===== config.mk =====
export PLATFORM = sky130hd
export DESIGN_NAME = rfg_axis_io_arbiter
export DESIGN_NICKNAME = d
export VERILOG_FILES = /design/src/rtl/rfg_axis_io_arbiter.sv
export SDC_FILE = /design/constraint.sdc
export NUM_CORES = 1
export LEC_CHECK = 0
export CELL_PAD_IN_SITES_DETAIL_PLACEMENT = 2
export CELL_PAD_IN_SITES_GLOBAL_PLACEMENT = 2
export CORE_ASPECT_RATIO = 1.75
export CORE_MARGIN = 4
export CORE_UTILIZATION = 26
export DETAILED_ROUTE_END_ITERATION = 16
export GPL_ROUTABILITY_DRIVEN = 0
export HOLD_SLACK_MARGIN = 0.15
export PLACE_DENSITY = 0.95
export SETUP_SLACK_MARGIN = 0.15
export SLEW_MARGIN = 5
export SYNTH_ARGS = -nofsm -noshare
export SYNTH_HDL_FRONTEND = slang
export SYNTH_SLANG_ARGS = --single-unit
export TNS_END_PERCENT = 50

===== constraint.sdc =====
create_clock -name aclk -period 3.05 [get_ports aclk]
set_input_delay 0.61 -clock aclk [delete_from_list [all_inputs] [get_ports aclk]]
set_output_delay 0.61 -clock aclk [all_outputs]
set_load 0.01 [all_outputs]

===== src/rtl/rfg_axis_io_arbiter.sv =====
// rfg_axis_io_arbiter: frame-aware N:1 AXIS arbiter with tid tagging and tdest-routed readback
module rfg_axis_io_arbiter #(
    parameter int N_PORTS       = 2,
    parameter int DATA_WIDTH    = 8,
    parameter int ID_DEST_WIDTH = 8
) (
    input  logic                            aclk,
    input  logic                            areset,
    input  logic [N_PORTS*DATA_WIDTH-1:0]   s_axis_tdata,
    input  logic [N_PORTS-1:0]              s_axis_tvalid,
    output logic [N_PORTS-1:0]              s_axis_tready,
    output logic [DATA_WIDTH-1:0]           m_axis_tdata,
    output logic                            m_axis_tvalid,
    input  logic                            m_axis_tready,
    output logic [ID_DEST_WIDTH-1:0]        m_axis_tid,
    input  logic [DATA_WIDTH-1:0]           s_ret_axis_tdata,
    input  logic                            s_ret_axis_tvalid,
    output logic                            s_ret_axis_tready,
    input  logic                            s_ret_axis_tlast,
    input  logic [ID_DEST_WIDTH-1:0]        s_ret_axis_tdest,
    output logic [N_PORTS*DATA_WIDTH-1:0]   m_ret_axis_tdata,
    output logic [N_PORTS-1:0]              m_ret_axis_tvalid,
    input  logic [N_PORTS-1:0]              m_ret_axis_tready,
    output logic [N_PORTS-1:0]              m_ret_axis_tlast,
    output logic [2:0]                      debug_grant,
    output logic [2:0]                      debug_state
);
    typedef enum logic [2:0] {IDLE, HDR, ADDRA, ADDRB, LENA, LENB, PAYLOAD} state_t;
    state_t        state;
    logic [2:0]    grant, rr_ptr, pick, rr_next;
    logic          found, g_valid, acc, last, wr, ext;
    logic [7:0]    len_lo;
    logic [15:0]   cnt;

    // round-robin search: lowest rotation distance from rr_ptr wins
    always_comb begin
        pick  = '0;
        found = 1'b0;
        for (int i = N_PORTS - 1; i >= 0; i--)
            for (int k = 0; k < N_PORTS; k++)
                if (k == (int'(rr_ptr) + i) % N_PORTS && s_axis_tvalid[k]) begin
                    pick  = 3'(k);
                    found = 1'b1;
                end
    end

    // forward mux and ready steering from the registered grant
    always_comb begin
        m_axis_tdata  = '0;
        g_valid       = 1'b0;
        s_axis_tready = '0;
        for (int k = 0; k < N_PORTS; k++)
            if (grant == 3'(k)) begin
                m_axis_tdata     = s_axis_tdata[k*DATA_WIDTH +: DATA_WIDTH];
                g_valid          = s_axis_tvalid[k];
                s_axis_tready[k] = state != IDLE && m_axis_tready;
            end
    end

    assign m_axis_tvalid = state != IDLE && g_valid;
    assign acc           = m_axis_tvalid && m_axis_tready;
    assign last          = acc && ((state == HDR && ~|m_axis_tdata[1:0]) ||
                                   (state == LENB && !wr) ||
                                   (state == PAYLOAD && cnt == 16'd1));
    assign rr_next       = grant == 3'(N_PORTS - 1) ? 3'd0 : grant + 3'd1;
    assign m_axis_tid    = ID_DEST_WIDTH'(grant);
    assign debug_grant   = grant;
    assign debug_state   = state;

    // frame parser: holds the grant until the accepted last beat of a frame
    always_ff @(posedge aclk) begin
        if (areset) begin
            state  <= IDLE;
            grant  <= '0;
            rr_ptr <= '0;
            wr     <= 1'b0;
            ext    <= 1'b0;
            len_lo <= '0;
            cnt    <= '0;
        end else if (state == IDLE) begin
            if (found) begin
                grant <= pick;
                state <= HDR;
            end
        end else if (acc) begin
            if (state == HDR) begin
                wr  <= m_axis_tdata[0];
                ext <= m_axis_tdata[3];
            end
            if (state == LENA) len_lo <= m_axis_tdata;
            cnt    <= state == LENB ? {m_axis_tdata, len_lo} : state == PAYLOAD ? cnt - 16'd1 : cnt;
            state  <= last ? IDLE : state == HDR ? ADDRA : state == ADDRA ? (ext ? ADDRB : LENA) :
                      state == ADDRB ? LENA : state == LENA ? LENB : PAYLOAD;
            if (last) rr_ptr <= rr_next;
        end
    end

    // readback routing: out-of-range tdest is consumed and dropped
    always_comb begin
        m_ret_axis_tvalid = '0;
        s_ret_axis_tready = 1'b1;
        for (int k = 0; k < N_PORTS; k++)
            if (32'(s_ret_axis_tdest) == k) begin
                m_ret_axis_tvalid[k] = s_ret_axis_tvalid;
                s_ret_axis_tready    = m_ret_axis_tready[k];
            end
    end

    assign m_ret_axis_tdata = {N_PORTS{s_ret_axis_tdata}};
    assign m_ret_axis_tlast = {N_PORTS{s_ret_axis_tlast}};
endmodule


==> metrics.csv <==
stage,metric,value,unit
layout,total of fill cells in the finished design,903,
placed_design,post-detailed-placement half-perimeter wirelength,6.105,mm
yosys,number of flops mapped to enable cells by yosys,0,
pwr,worst ir drop on vdd,0.1962,mV
yosys,Synth Flop Type,sky130_fd_sc_hd__dfxtp_1,
layout,share of cells above drive strength 1,0.1122,
cts,Clock Tree Root,sky130_fd_sc_hd__clkbuf_16,
drt,iteration-0 DRC count of the detailed router,111,
layout,antenna cell count,0,
hold_path,Worst Hold Launch,cnt[1],
floorplan,I/O pin count,87,
floorplan,Core Region,8016,um2
critical_path,R2R Setup Slk,0.72,ns
critical_path,delay contributed by the slowest stage of the critical path,0.53,ns
hold_path,classification of the worst-slack hold path,flip-flop to flip-flop,
job,number of max-cap violations,0,
cts,clock insertion delay at the later pin of the skew report,0.29,ns
timing,share of the clock period used by the worst path after layout,0.9356,
yosys,cells taking the most area after synthesis,"sky130_fd_sc_hd__dfxtp_1, sky130_fd_sc_hd__buf_4, sky130_fd_sc_hd__mux2i_1, sky130_fd_sc_hd__nor2_1, sky130_fd_sc_hd__mux2_2",
layout,final instance area,2740,um2
cts,hold-fix buffer count after cts,0,
critical_path,cell family with most CP delay,simple AND/OR/NAND/NOR gates,
timing,final count of negative-setup-slack endpoints,0,
critical_path,Max Fanout on Critical Path,3,
drt,DR pass1 iterations,4,
pwr,Power Total,1.118,mW
critical_path,category of the most critical setup path,input port to primary output,
yosys,synth warn,0,
pwr,Pwr Density,407.8,nW/um2
layout,total area of multi-input combinational cells,1289,um2
critical_path,"Buf+Inv Stages, Crit Path",3,
timing,final number of max-transition violations,0,
global_route,GRT Util Overall,0.1754,
timing,final period demand of the worst path,2.854,ns
yosys,share of async-settable or async-resettable flops after synthesis,0,
layout,sequential cell area,620.6,um2
hold_path,end point of the worst hold path,cnt[1],
floorplan,height of the die,128.8,um
cts,H-tree level count,2,
global_route,maximum number of pins on one net before global-route repair,31,
yosys,number of synthesized register bits,31,
timing,setup repair after global routing missed its margin,yes,
critical_path,signal arrival time at the worst endpoint,2.24,ns
timing,slew at the pin closest to its max-slew limit,0.8413,ns
drt,total length of routed wires,8.592,mm
yosys,number of cells produced by synthesis,271,
critical_path,required time at the endpoint of the critical path,2.44,ns
yosys,distinct cell type count after synthesis,56,
placed_design,total of buffers placed on input and output ports,50,
hold_path,worst hold path stage count,2,
yosys,Mapped Area,2168,um2
yosys,post-synth top area share,0.2862,
global_route,initial antenna violation count,0,
drt,antenna-violating nets left,0,
floorplan,Die Outline Area,9923,um2
timing,final hold violations,0,
status,status,completed,
timing,largest clock skew in the final design,0.008928,ns
critical_path,"Slowest-stage cell, CP",sky130_fd_sc_hd__or4_1,
pwr,leakage power total,1.056,nW
cts,Sinks on Clock Net,31,
cts,post-CTS setup buffer count,0,
cts,"buffers from clock root to sink, at most",2,
drt,post-detailed-route via-to-cell ratio,5.738,
floorplan,Die X,77.04,um
placed_design,placed standard-cell area,2599,um2
timing,achievable clock frequency,350.4,MHz
timing,Max-Slew Margin vs Limit,0.4374,
critical_path,crit start category,input port,
global_route,first-pass GRT wire length,13.41,mm
cts,clock tree from TritonCTS,yes,
global_route,aggregate global routing overflow,0,
critical_path,FF-to-FF path depth,5,
cts,Worst-path clk slew,0.05,ns
critical_path,cells along the critical path,clkdlybuf4s50_1 > or4_1 > nor4_2 > buf_4 > and3_1 > clkdlybuf4s15_1,
critical_path,capturing point of the worst reg2reg path,cnt[13],
floorplan,initial core utilization,0.2705,
layout,synthesis-to-finish area growth,26.37,%
layout,Final nets,345,
critical_path,startpoint of the worst-slack reg-to-reg timing path,debug_state[1],
drt,detailed-route via count,2255,
critical_path,nature of the critical path endpoint,primary output,
floorplan,number of rows in the core area,43,
drt,routed length per placed instance,21.86,um
drt,# DRC,0,
yosys,most area-hungry cell type in the Yosys netlist,sky130_fd_sc_hd__dfxtp_1,
yosys,sequential area share after synthesis,0.2862,
global_route,number of global-route vias before repair,2484,
yosys,Syn Area/Cell,8.001,um2
cts,cts bufs inserted,5,
==> cell usage after synthesis (4+ instances only) <==
cell / instances
sky130_fd_sc_hd__a21oi_1: 16
sky130_fd_sc_hd__a22oi_1: 4
sky130_fd_sc_hd__a31oi_1: 4
sky130_fd_sc_hd__buf_2: 5
sky130_fd_sc_hd__buf_4: 30
sky130_fd_sc_hd__clkbuf_1: 8
sky130_fd_sc_hd__dfxtp_1: 31
sky130_fd_sc_hd__inv_1: 4
sky130_fd_sc_hd__mux2_2: 8
sky130_fd_sc_hd__mux2i_1: 11
sky130_fd_sc_hd__nand2_1: 21
sky130_fd_sc_hd__nand2b_1: 6
sky130_fd_sc_hd__nand3_1: 5
sky130_fd_sc_hd__nand4_1: 4
sky130_fd_sc_hd__nor2_1: 28
sky130_fd_sc_hd__nor2b_1: 8
sky130_fd_sc_hd__nor3_1: 12
sky130_fd_sc_hd__o21ai_0: 14
==> worst reg2reg max path: stages, from the launching register on <==
cell and delay, ns:
sky130_fd_sc_hd__dfxtp_1 0.64, sky130_fd_sc_hd__xor2_1 0.25, sky130_fd_sc_hd__nand4_1 0.43, sky130_fd_sc_hd__nor4_1 0.62, sky130_fd_sc_hd__a31oi_1 0.10, sky130_fd_sc_hd__a31oi_1 0.19
==> sequential cells by signal (all words and copies together), names as in the netlist <==
register and count:
ext 1, len_lo 8, debug_state 3, debug_grant 1, rr_ptr 1, wr 1, cnt 16
==> stage by stage <==
step	worst slack [ns]	setup TNS [ns]	std cells	util	hold WS (ns)
floorplan	0.7953	0	279	-	0.4371
global placement	-0.09911	-0.1790	385	0.3242	0.4678
detailed placement	-0.1898	-0.3405	385	0.3242	0.4821
CTS	0.1204	0	393	0.3421	0.4897
global route	0.1208	0	393	0.3418	0.5159
finish	0.1965	0	393	0.3418	0.4828
==> worst max path at each step <==
stage | cells past startpoint | endpoint | from | slack (ns)
after floorplan | 4 | m_ret_axis_tvalid[0] | s_ret_axis_tdest[5] | 0.80
after global placement | 6 | m_ret_axis_tvalid[1] | s_ret_axis_tdest[5] | -0.1
after detailed placement | 7 | m_ret_axis_tvalid[0] | s_ret_axis_tdest[4] | -0.19
after CTS | 7 | m_ret_axis_tvalid[0] | s_ret_axis_tdest[4] | 0.12
after global routing | 6 | m_ret_axis_tvalid[1] | s_ret_axis_tdest[4] | 0.12
final | 6 | m_ret_axis_tvalid[1] | s_ret_axis_tdest[4] | 0.20
==> what timing repair did <==
item,in CTS,in global routing
gates resized for setup,4,3
endpoints found under the setup margin,3,2
endpoints found under the hold margin,0,0
==> layout by cell type (no fill, tap or decap), types with 2 or more instances in the layout <==
cell | synthesis | layout
sky130_fd_sc_hd__nand3b_1 | 2 | 2
sky130_fd_sc_hd__mux2i_1 | 11 | 11
sky130_fd_sc_hd__clkdlybuf4s50_1 | 0 | 47
sky130_fd_sc_hd__a22oi_1 | 4 | 4
sky130_fd_sc_hd__and3_1 | 2 | 2
sky130_fd_sc_hd__buf_4 | 30 | 9
sky130_fd_sc_hd__dfxtp_1 | 31 | 31
sky130_fd_sc_hd__clkbuf_16 | 0 | 5
sky130_fd_sc_hd__nor2_1 | 28 | 28
sky130_fd_sc_hd__inv_1 | 4 | 4
sky130_fd_sc_hd__or3_1 | 3 | 3
sky130_fd_sc_hd__a31oi_1 | 4 | 4
sky130_fd_sc_hd__nand2_1 | 21 | 21
sky130_fd_sc_hd__a211oi_1 | 3 | 3
sky130_fd_sc_hd__a21oi_1 | 16 | 16
sky130_fd_sc_hd__nand2b_1 | 6 | 6
sky130_fd_sc_hd__o21ai_0 | 14 | 14
sky130_fd_sc_hd__a22o_1 | 2 | 2
sky130_fd_sc_hd__nand3_1 | 5 | 5
sky130_fd_sc_hd__nor4_1 | 3 | 2
sky130_fd_sc_hd__a32o_1 | 2 | 2
sky130_fd_sc_hd__ha_1 | 2 | 2
sky130_fd_sc_hd__nand4_1 | 4 | 4
sky130_fd_sc_hd__nor4_4 | 2 | 2
sky130_fd_sc_hd__nor2b_1 | 8 | 8
sky130_fd_sc_hd__nor3_1 | 12 | 12
sky130_fd_sc_hd__and2_1 | 2 | 2
sky130_fd_sc_hd__conb_1 | 1 | 9
sky130_fd_sc_hd__mux2_2 | 8 | 8
sky130_fd_sc_hd__o22a_1 | 2 | 2
==> cells by family (layout without fill, tap and decap cells) <==
| logic type | count (synthesis) | count (layout) | synth area share |
|---|---|---|---|
| adder cells (fa/ha/maj) | 2 | 2 | 0.01154 |
| AND/OR/NAND/NOR | 107 | 107 | 0.2701 |
| AO/OA/AOI/OAI | 61 | 61 | 0.1858 |
| multiplexers | 21 | 21 | 0.1044 |
| XOR/XNOR | 1 | 1 | 0.004040 |
| other | 1 | 9 | 0.001729 |
| flip-flops | 31 | 31 | 0.2862 |
| buffers and inverters | 47 | 71 | 0.1362 |
==> per-layer routing <==
metal	up-vias	share of wire	track usage
met5	-	0	0
met4	0	0.044	0.09748
met3	30	0.047	0.03291
met2	100	0.55	0.3474
met1	1125	0.36	0.1661
li1	1000	-	-
==> area by class of cell <==
class                           instances  share of cell area
Inverter                                4            0.005479
Timing Repair Buffer                   59              0.2050
Multi-Input combinational cell        201              0.4703
Clock buffer                            6             0.04703
Clock inverter                          2            0.004566
Sequential cell                        31              0.2265
Tap cell                               90             0.04110
==> power by group <==
part	total, mW	switching, mW	internal [mW]
Clock	0.502	0.200	0.301
Sequential	0.421	0.0106	0.411
Combinational	0.194	0.0946	0.0998
Power figures use the tool's default switching activity.
